--- src/rtl/fpu_host_link.sv ---
// Host-side end of the FPU chip 10-bit pin protocol: serializes a request into five
// strobed beats on tx_out, then collects the two-beat 16-bit result from rx_in.
`timescale 1ns/1ps
module fpu_host_link #(
  parameter int BEAT_GAP = 0,
  parameter int TIMEOUT  = 255
) (
  input  logic        clock,
  input  logic        reset,
  input  logic        req_valid,
  output logic        req_ready,
  input  logic [15:0] req_a,
  input  logic [15:0] req_b,
  input  logic [3:0]  req_op,
  output logic [9:0]  tx_out,
  input  logic [9:0]  rx_in,
  output logic        resp_valid,
  input  logic        resp_ready,
  output logic [15:0] resp_data,
  output logic        resp_timeout,
  output logic        busy
);

  // Both handshakes transfer on a rising edge where valid && ready are high;
  // a producer keeps valid and its payload stable until that edge.
  localparam int GW = $clog2(BEAT_GAP + 2);
  localparam int TW = $clog2(TIMEOUT + 1);

  typedef enum logic [2:0] {IDLE, SEND, WAIT_LO, WAIT_HI, RESP} state_t;

  state_t         state_q, state_d;
  logic [15:0]    a_q, a_d, b_q, b_d;
  logic [3:0]     op_q, op_d;
  logic [2:0]     beat_q, beat_d;
  logic [GW-1:0]  gap_q, gap_d;
  logic [TW-1:0]  to_q, to_d, to_inc;
  logic [7:0]     lo_q, lo_d;
  logic [9:0]     tx_d;
  logic           resp_valid_d, resp_timeout_d;
  logic [15:0]    resp_data_d;

  function automatic logic [9:0] beat_word(input logic [2:0] k, input logic [15:0] a,
                                           input logic [15:0] b, input logic [3:0] op);
    case (k)
      3'd0:    beat_word = {2'b10, a[7:0]};
      3'd1:    beat_word = {2'b10, a[15:8]};
      3'd2:    beat_word = {2'b10, b[7:0]};
      3'd3:    beat_word = {2'b10, b[15:8]};
      default: beat_word = {2'b11, 4'b0000, op};
    endcase
  endfunction

  assign to_inc = to_q + 1'b1;

  always_comb begin
    state_d        = state_q;
    a_d            = a_q;
    b_d            = b_q;
    op_d           = op_q;
    beat_d         = beat_q;
    gap_d          = gap_q;
    to_d           = to_q;
    lo_d           = lo_q;
    tx_d           = 10'h000;
    resp_valid_d   = resp_valid;
    resp_data_d    = resp_data;
    resp_timeout_d = resp_timeout;
    case (state_q)
      IDLE: begin
        if (req_valid && req_ready) begin
          a_d     = req_a;
          b_d     = req_b;
          op_d    = req_op;
          beat_d  = 3'd0;
          gap_d   = '0;
          tx_d    = beat_word(3'd0, req_a, req_b, req_op);
          state_d = SEND;
        end
      end
      SEND: begin
        if (beat_q == 3'd4) begin
          to_d    = '0;
          state_d = WAIT_LO;
        end else if (gap_q != GW'(BEAT_GAP)) begin
          gap_d = gap_q + 1'b1;
        end else begin
          beat_d = beat_q + 3'd1;
          gap_d  = '0;
          tx_d   = beat_word(beat_q + 3'd1, a_q, b_q, op_q);
        end
      end
      WAIT_LO: begin
        // A high-byte beat here is out of order and deliberately ignored.
        if (rx_in[9] && !rx_in[8]) begin
          lo_d    = rx_in[7:0];
          to_d    = '0;
          state_d = WAIT_HI;
        end else if (to_inc == TW'(TIMEOUT)) begin
          resp_valid_d   = 1'b1;
          resp_data_d    = 16'h0000;
          resp_timeout_d = 1'b1;
          state_d        = RESP;
        end else begin
          to_d = to_inc;
        end
      end
      WAIT_HI: begin
        if (rx_in[9] && rx_in[8]) begin
          resp_valid_d   = 1'b1;
          resp_data_d    = {rx_in[7:0], lo_q};
          resp_timeout_d = 1'b0;
          state_d        = RESP;
        end else if (rx_in[9]) begin
          lo_d = rx_in[7:0];
          to_d = '0;
        end else if (to_inc == TW'(TIMEOUT)) begin
          resp_valid_d   = 1'b1;
          resp_data_d    = 16'h0000;
          resp_timeout_d = 1'b1;
          state_d        = RESP;
        end else begin
          to_d = to_inc;
        end
      end
      RESP: begin
        if (resp_valid && resp_ready) begin
          resp_valid_d = 1'b0;
          state_d      = IDLE;
        end
      end
      default: state_d = IDLE;
    endcase
  end

  always_ff @(posedge clock) begin
    if (reset) begin
      state_q      <= IDLE;
      a_q          <= '0;
      b_q          <= '0;
      op_q         <= '0;
      beat_q       <= '0;
      gap_q        <= '0;
      to_q         <= '0;
      lo_q         <= '0;
      req_ready    <= 1'b1;
      tx_out       <= '0;
      resp_valid   <= 1'b0;
      resp_data    <= '0;
      resp_timeout <= 1'b0;
      busy         <= 1'b0;
    end else begin
      state_q      <= state_d;
      a_q          <= a_d;
      b_q          <= b_d;
      op_q         <= op_d;
      beat_q       <= beat_d;
      gap_q        <= gap_d;
      to_q         <= to_d;
      lo_q         <= lo_d;
      req_ready    <= (state_d == IDLE);
      tx_out       <= tx_d;
      resp_valid   <= resp_valid_d;
      resp_data    <= resp_data_d;
      resp_timeout <= resp_timeout_d;
      busy         <= (state_d != IDLE);
    end
  end

endmodule

--- config.mk ---
export PLATFORM = sky130hd
export DESIGN_NAME = fpu_host_link
export DESIGN_NICKNAME = d
export VERILOG_FILES = /design/src/rtl/fpu_host_link.sv
export SDC_FILE = /design/constraint.sdc
export NUM_CORES = 1
export LEC_CHECK = 0
export BUFFER_PORTS_ARGS = -buffer_cell sky130_fd_sc_hd__buf_2
export CAP_MARGIN = 10
export CORE_MARGIN = 5
export CORE_UTILIZATION = 45
export CTS_BUF_LIST = sky130_fd_sc_hd__clkbuf_8
export DETAILED_ROUTE_END_ITERATION = 10
export HOLD_SLACK_MARGIN = 0.15
export PLACE_DENSITY = 0.7
export SLEW_MARGIN = 20
export SYNTH_ARGS = -nofsm -noshare
export SYNTH_HDL_FRONTEND = slang
export SYNTH_SLANG_ARGS = --single-unit
--- constraint.sdc ---
create_clock -name clock -period 3.5 [get_ports clock]
set_input_delay 0.175 -clock clock [delete_from_list [all_inputs] [get_ports clock]]
set_output_delay 0.175 -clock clock [all_outputs]
set_load 0.02 [all_outputs]
== After elaboration in Yosys (flattened, before gate mapping) ==
Cells that the tools add are included.
W data, S select, Z words.

* Add/sub/neg operators: 3
* Equality and inequality tests: 19
* Mux-type cells: 47
* Reduce and logical (&&, ||, !) cells: 20

{| class="wikitable"
|+ Operator list
! kind !! count
|-
| $mux W16 || 4
|-
| $mux W8 || 8
|-
| $pmux W9 S4 || 1
|-
| $pmux W16 S2 || 1
|-
| $mux W10 || 3
|-
| $mux W3 || 10
|-
| $pmux W8 S3 || 1
|-
| $pmux W10 S2 || 1
|-
| $ne A2 B2 Y1 const B || 9
|-
| $pmux W8 S2 || 1
|-
| $pmux W3 S5 || 1
|-
| $eq A3 B2 Y1 const B || 4
|-
| $mux W1 || 12
|-
| $reduce_and A4 Y1 || 3
|-
| $logic_not A3 Y1 || 3
|-
| $reduce_and A3 Y1 || 3
|-
| $reduce_bool A3 Y1 || 3
|-
| $add A8 B1 Y8 const B || 1
|-
| $eq A8 B8 Y1 const B || 1
|-
| $eq A3 B1 Y1 const B || 2
|-
| $eq A3 B3 Y1 const B || 2
|-
| $pmux W3 S2 || 1
|-
| $logic_and A1 B1 Y1 || 4
|-
| $pmux W1 S2 || 2
|-
| 7 further kinds || 8
|}

* Register bits: 89
* Bits of input ports: 50
* Output and inout bits: 30
* Logic and storage cells: 103

== Logic depth before layout (Yosys ltp) ==
Gate-level depths: netlist of run 1.

* Word-level depth: 7
* Mapped depth: 8
* Depth with buffers taken out: 7

== Least setup slack after synthesis of run 1 ==
OpenSTA, ideal clock, no wires.

* Path kind: register -> register
* Start point: reg beat_q[0]
* End point: reg tx_out[3]
* Setup time: 0.132 ns
* Data arrival time: 1.678 ns
* Data required time: 3.368 ns
* Setup slack: 1.690 ns
* Cell stages (with the launch flop): 8
* Path buffers: 1
* Clock period less this slack: 1.810 ns
* Cells stage by stage: dfxtp_1 > inv_1 > ha_1 > clkbuf_1 > o41ai_1 > nor2_1 > a22oi_1 > a21oi_1

* Word-level cells in the longest chain between the ends: 6
* Elaborated cells between the ends (all ways): 10
* Those cells by class: 1 x add/sub; 4 x eq/ne; 4 x mux; 1 x reduce/logical

{| class="wikitable"
|+ Ends and longest elaborated chain
! element !! line !! source
|-
| from (decl) || 34 || <nowiki>logic [2:0] beat_q, beat_d;</nowiki>
|-
| from (signal assigned) || 156 || <nowiki>beat_q <= beat_d;</nowiki>
|-
| $add A3 B1 Y3 || 89 || <nowiki>tx_d = beat_word(beat_q + 3'd1, a_q, b_q, op_q);</nowiki>
|-
| $eq A3 B2 Y1 (tied with other cells) || 44 || <nowiki>case (k)</nowiki>
|-
| $pmux W9 S4 || 44 ||
|-
| $mux W10 || 84 || <nowiki>end else if (gap_q != GW'(BEAT_GAP)) begin</nowiki>
|-
| $mux W10 * || 81 || <nowiki>if (beat_q == 3'd4) begin</nowiki>
|-
| $pmux W10 S2 * || 68 || <nowiki>case (state_q)</nowiki>
|-
| to (signal assigned) || 161 || <nowiki>tx_out <= tx_d;</nowiki>
|-
| to (decl) || 15 || <nowiki>output logic [9:0] tx_out,</nowiki>
|}

Every way passes the cells marked *; elsewhere a longest branch is shown, timed or not.
A chain may end at the register's enable or synchronous reset.

== Final worst setup path of run 1 ==
* Start point: reg to_q[0]
* End point: reg resp_data[5]

* Word-level cells in the longest chain between the ends: 6
* Elaborated cells between the ends (all ways): 7
* Those cells by class: 1 x add/sub; 1 x eq/ne; 5 x mux

{| class="wikitable"
|+ Ends and longest elaborated chain
! element !! line !! source
|-
| from (decl) || 36 || <nowiki>logic [TW-1:0] to_q, to_d, to_inc;</nowiki>
|-
| from (signal assigned) || 158 || <nowiki>to_q <= to_d;</nowiki>
|-
| $add A8 B1 Y8 * || 53 || <nowiki>assign to_inc = to_q + 1'b1;</nowiki>
|-
| $eq A8 B8 Y1 * || 98, 116 ||
|-
| $mux W16 * || -- ||
|-
| $mux W16 (2 in a row) || -- ||
|-
| $pmux W16 S2 * || -- ||
|-
| to (signal assigned) || 163 || <nowiki>resp_data <= resp_data_d;</nowiki>
|-
| to (decl) || 19 || <nowiki>output logic [15:0] resp_data,</nowiki>
|}

Every way passes the cells marked *; elsewhere a longest branch is shown, timed or not. The select of a mux whose other input is x is not followed.

==> flow_metrics.py, run 1 <==
metrics = {
    "setup_path": {
        "reg2reg_to": "resp_data[5]",
        "reg2reg_depth": 6,
        "crit_slowest_cell": "nor3_4",
        "reg2reg_slack_ns": 1.27,
        "critPathLaunchType": "register",
        "critical_path_class": "register to register",
        "r2r-start": "to_q[0]",
        "critical_path_required_ns": 3.70,
        "critPathLaunch": "to_q[0]",
        "cp.arrival_ns": 2.43,
        "slowest_delay_ns": 0.67,
        "cp-end-kind": "register",
        "endpoint": "resp_data[5]",
        "cp_cell_sequence": "ha_1 > xnor2_1 > or3_4 > nor3_4 > a2bb2oi_1 > nor2_1",
        "cp_max_fo": 17,
    },
    "clock_tree": {
        "clkTransAtPathRegs_ns": 0.09,
        "cts_resized": 0,
        "clock_latency_ns": 0.35,
        "clkSinkCount": 88,
        "clockBufferDepth": 2,
        "cts_tree": "built",
        "htreeDepth": 3,
        "post_cts_buffers": 0,
        "clock_tree.root_cell": "clkbuf_8",
        "numCtsBuffers": 9,
    },
    "power_and_ir_drop": {
        "intPower_mw": 1.49,
        "p_per_area_mw_per_mm2": 425,
        "p_sw_frac": 0.265,
        "p_leak_nw": 1.96,
        "combPwrFrac": 0.122,
        "power_frac_seq": 0.529,
        "power.switching_mw": 0.535,
        "clockPowerShare": 0.350,
        "ir_worst_vdd_v": 0.000206,
    },
    "route": {
        "vias": 3363,
        "firstDrtPassIters": 4,
        "wl_met2_um": 4400,
        "top_layer": "met4",
        "drtIter0Drc": 282,
        "drt-met1-wl_um": 3960,
        "viasPerCell": 5.14,
        "avgRoutedWirePerCell_um": 13.8,
        "wl_um": 9040,
        "drc_errors": 0,
        "ant_nets": 0,
        "wl_met3_um": 505,
    },
    "grt": {
        "grt_pass1_wl_um": 14600,
        "gr-total-overflow": 0,
        "grt_max_degree": 70,
        "grt_usage": 0.179,
        "first_global_vias": 3158,
        "antenna_found_initial": 0,
    },
    "placed_design": {
        "place_congestion": 0.815,
        "io_buffers": 79,
        "dpl_worst_slack_ns": 1.27,
        "dpl.hpwl_um": 5780,
        "dpl_cell_area_sq_mm": 0.00410,
    },
    "sta": {
        "fin_ws_ns": 1.27,
        "skew_ns": 0.0138,
        "whs_ns": 0.233,
        "timing.fmax_mhz": 449,
        "finalHoldViolations": 0,
        "tns_ns": 0,
        "period_share": 0.636,
        "rsz0062_at_grt": "false",
        "worst_pin_slew_ns": 0.854,
        "max-slew-margin-rel": 0.429,
        "period_minus_slack_ns": 2.23,
        "maxSlewViolCount": 0,
        "setup_viol": 0,
    },
    "yosys": {
        "synth-main-ff-cell": "dfxtp_1",
        "synth_cells": 434,
        "yosysUniqueCellTypes": 44,
        "synthArstFlopShare": 0,
        "synth_edf_count": 0,
        "syn_area_sq_mm": 0.00367,
        "avgSynthCellArea_sq_um": 8.46,
        "mappedNetlistNets": 491,
        "yosys_warnings": 0,
        "ys_seq_area_frac": 0.480,
        "synth_seq_cells": 88,
    },
    "layout": {
        "layout-drive-gt1-share": 0.208,
        "final_cell_mix": "107 x nand2_1, 88 x dfxtp_1, 79 x buf_2",
        "synthToLayoutAreaGrowth_pct": 29.5,
        "final_util": 0.588,
        "num-nets-final": 601,
        "post-route-cell-area_sq_mm": 0.00476,
        "diodes": 0,
        "layout_commonest_cell": "nand2_1",
    },
    "outcome": {
        "status": "completed",
    },
    "floorplanning": {
        "die_h_um": 100,
        "rows": 33,
        "start_util": 0.454,
        "die_w_um": 100,
        "die_area_sq_mm": 0.0101,
        "core_area_sq_mm": 0.00809,
        "io_pins": 80,
    },
    "worst_hold_path": {
        "hold_path_class": "input pin to register",
    },
    "job": {
        "maxCapViolCount": 0,
    },
}
## power groups by stage
stage | clock network, mW | registers, mW | logic (mW)
finish | 0.708 | 1.07 | 0.246
floorplan | 0 | 1.10 | 0.124
global route | 0.765 | 1.07 | 0.273
CTS | 0.724 | 1.07 | 0.245
detailed placement | 0 | 1.09 | 0.206
global placement | 0 | 1.09 | 0.202
## through the flow
stage          instances  total power, mW
6_report             654             2.02
5_1_grt              654             2.11
4_1_cts              654             2.04
3_5_place_dp         593             1.30
3_3_place_gp         593             1.29
2_1_floorplan        434             1.22
## cells in the mapped netlist (3+ instances only)
cell,n,area (sq um)
nand2_1,107,402
dfxtp_1,88,1760
a21oi_1,55,275
nor2_1,41,154
a22oi_1,21,158
clkbuf_1,17,63.8
a2bb2oi_2,9,135
buf_2,8,40.0
mux2i_1,8,80.1
a2bb2oi_1,7,61.3
ha_1,7,87.6
nand3_1,6,30.0
inv_1,5,18.8
xnor2_1,5,43.8
o21ai_0,4,20.0
buf_1,3,11.3
nand2b_1,3,18.8
nor3_1,3,15.0
or3_1,3,18.8
## state kept, by name, indices dropped and copies added, names as in the netlist
signal        flops
tx_out           10
lo_q              8
a_q              16
b_q              16
resp_valid        1
resp_data        16
op_q              4
state_q           3
beat_q            3
to_q              8
busy              1
resp_timeout      1
req_ready         1
## critical path, delay by kind of cell (launching register included)
family,cells,cell delay (ns)
xor+xnor,1,0.13
fa+ha+maj,1,0.24
simple gates,3,1.12
flops,1,0.35
compound gates,1,0.25
## how the worst min path moves through the flow
stage	endpoint	cells past startpoint	startpoint
6_report	state_q[0]	3	rx_in[9]
5_1_grt	state_q[0]	3	rx_in[9]
4_1_cts	state_q[0]	3	rx_in[9]
3_5_place_dp	resp_valid	2	reset
3_3_place_gp	resp_valid	2	reset
2_1_floorplan	resp_data[10]	2	rx_in[2]
## routing by layer
layer	up-vias	GRT usage
li1	1704	-
met1	1553	0.223
met2	93	0.296
met3	13	0.0396
met4	0	0.0819
met5	-	0
## cells by family after synthesis
| kind of cell | synth area share |
|---|---|
| buf+inv | 0.0395 |
| xor+xnor | 0.0164 |
| simple gates | 0.216 |
| flops | 0.480 |
| compound gates | 0.202 |
| fa+ha+maj | 0.0238 |
| mux | 0.0218 |
## timing repair
action / CTS / global route
endpoints found under the hold margin: 61 / 0
hold buffers: 45 / 0
endpoints found under the setup margin: 0 / 0
## final cells by class
| type | instances | area (sq um) |
|---|---|---|
| Sequential cell | 88 | 1760 |
| Multi-Input combinational cell | 312 | 1770 |
| Clock inverter | 7 | 78.8 |
| Clock buffer | 9 | 124 |
| Inverter | 5 | 18.8 |
| Tap cell | 105 | 131 |
| Timing Repair Buffer | 128 | 876 |
| Fill cell | 734 | 3340 |
(Power assumes the default switching activity.)
==> run 2: changes to the inputs <==
--- a/config.mk
+++ b/config.mk
@@ -12,7 +12,7 @@
 export CTS_BUF_LIST = sky130_fd_sc_hd__clkbuf_8
 export DETAILED_ROUTE_END_ITERATION = 10
 export HOLD_SLACK_MARGIN = 0.15
-export PLACE_DENSITY = 0.7
+export PLACE_DENSITY = 0.73
 export SLEW_MARGIN = 20
 export SYNTH_ARGS = -nofsm -noshare
 export SYNTH_HDL_FRONTEND = slang
==> constraint.sdc (replaced) <==
create_clock -name clock -period 2.04 [get_ports clock]
set_input_delay 0.102 -clock clock [delete_from_list [all_inputs] [get_ports clock]]
set_output_delay 0.102 -clock clock [all_outputs]
set_load 0.02 [all_outputs]
==> run 2 against run 1 <==
Against the previous run:
- routed wire length is 4.3% higher
- non-clock buffer count rose by 8
- combinational power increased by 78%
- sequential share of layout area shrank 0.68 points
- maximum frequency increased by 17%
- final cell count increased by 1.2%
- largest cell class unchanged
- highest routed layer unchanged
==> flow_metrics.py, run 2 (synthesis gave the netlist of run 1 again) <==
metrics = {
    "outcome": {
        "status": "completed",
    },
    "setup_path": {
        "reg2reg_slack_ns": 0.14,
        "crit_slowest_cell": "or3_4",
        "critical_path_required_ns": 2.29,
        "path_buf_inv": 0,
        "critical_path_class": "register to register",
        "cp_top_family": "simple AND/OR/NAND/NOR gates",
        "cp_max_fo": 6,
        "critPathLaunchType": "register",
        "cp_cell_sequence": "ha_1 > xnor2_1 > or3_4 > nor2_2 > nand3_1 > a41o_1",
        "cp.arrival_ns": 2.15,
        "cp-end-kind": "register",
        "slowest_delay_ns": 0.40,
    },
    "clock_tree": {
        "htreeDepth": 3,
        "clock_latency_ns": 0.36,
        "clkTransAtPathRegs_ns": 0.09,
        "clockBufferDepth": 2,
        "clkSinkCount": 88,
        "post_cts_buffers": 0,
        "clock_tree.root_cell": "clkbuf_8",
        "numCtsBuffers": 9,
        "cts_tree": "built",
    },
    "floorplanning": {
        "core_area_sq_mm": 0.00809,
        "io_pins": 80,
        "die_w_um": 100,
        "rows": 33,
        "die_area_sq_mm": 0.0101,
        "die_h_um": 100,
        "start_util": 0.454,
    },
    "grt": {
        "grt_pass1_wl_um": 15700,
        "gr-total-overflow": 0,
        "grt_max_degree": 40,
        "first_global_vias": 3396,
        "antenna_found_initial": 0,
        "grt_usage": 0.194,
    },
    "sta": {
        "worst_pin_slew_ns": 0.600,
        "setup_viol": 0,
        "period_share": 0.931,
        "timing.fmax_mhz": 526,
        "rsz0062_at_grt": "false",
        "max-slew-margin-rel": 0.600,
        "skew_ns": 0.0136,
        "period_minus_slack_ns": 1.90,
        "tns_ns": 0,
        "maxSlewViolCount": 0,
        "fin_ws_ns": 0.140,
        "finalHoldViolations": 0,
    },
    "placed_design": {
        "place_congestion": 0.829,
        "dpl_worst_slack_ns": 0.150,
        "dpl.hpwl_um": 6140,
        "io_buffers": 79,
        "place_inst": 599,
    },
    "power_and_ir_drop": {
        "p_leak_nw": 2.00,
        "p_per_area_mw_per_mm2": 711,
        "finalPower_mw": 3.45,
        "ir_worst_vdd_v": 0.000366,
    },
    "route": {
        "drtIter0Drc": 212,
        "avgRoutedWirePerCell_um": 14.2,
        "drc_errors": 0,
        "wl_um": 9430,
        "ant_nets": 0,
        "firstDrtPassIters": 5,
        "vias": 3465,
        "viasPerCell": 5.23,
    },
    "layout": {
        "diodes": 0,
        "largestRegisters": "a_q (16), b_q (16), resp_data (16)",
        "final_cell_mix": "107 x nand2_1, 88 x dfxtp_1, 79 x buf_2",
        "num-nets-final": 609,
        "fin_cells": 662,
        "nFillCells": 702,
        "layout-drive-gt1-share": 0.224,
        "final_util": 0.599,
        "layout_commonest_cell": "nand2_1",
        "synthToLayoutAreaGrowth_pct": 31.9,
    },
    "worst_hold_path": {
        "hold_path_class": "input pin to register",
    },
    "job": {
        "maxCapViolCount": 0,
    },
}
run 2: where the power goes:
group | switching (mW) | leakage [nW] | internal [mW] | total [mW]
Combinational | 0.245 | 1.19 | 0.193 | 0.438
Clock | 0.691 | 0.100 | 0.481 | 1.17
Sequential | 0.0440 | 0.716 | 1.79 | 1.84
Total | 0.980 | 2.00 | 2.47 | 3.45
run 2: cell type report:
cell class	instances	area, sq um	area share
multi-input cells	312	1790	0.369
clock buffers	9	124	0.0256
repair buffers	136	953	0.197
flip-flops and latches	88	1760	0.364
inverters	5	18.8	0.00387
well taps	105	131	0.0271
clock inverters	7	68.8	0.0142
run 2: worst min-delay path: cells and delay by family:
family | cells | cell delay (ns)
compound gates | 2 | 0.19
simple gates | 2 | 0.17
buf+inv | 1 | 0.12
run 2: worst paths after layout:
kind	endpoint	start	depth (start not counted)
setup / recovery	req_ready	to_q[0]	6
hold / removal	resp_valid	rx_in[8]	5
setup reg to reg	req_ready	to_q[0]	6
hold reg to reg	b_q[4]	b_q[4]	2
run 2: timing repair:
action / CTS / global route
resized for setup: 0 / 5
hold buffers: 47 / 0
setup endpoints to repair: 0 / 9
endpoints found under the hold margin: 62 / 0
run 2: routing by layer:
layer / part of all wire / global-route usage
met5: 0 / 0
met3: 0.067 / 0.0535
met4: 0.017 / 0.0622
met1: 0.44 / 0.238
met2: 0.47 / 0.330
run 2: stage by stage:
| step | hold slack (ns) | area (sq um) |
|---|---|---|
| floorplan | 0.229 | 3670 |
| global placement | 0.343 | 4160 |
| detailed placement | 0.348 | 4160 |
| CTS | 0.259 | 4820 |
| global route | 0.286 | 4840 |
| finish | 0.284 | 4840 |
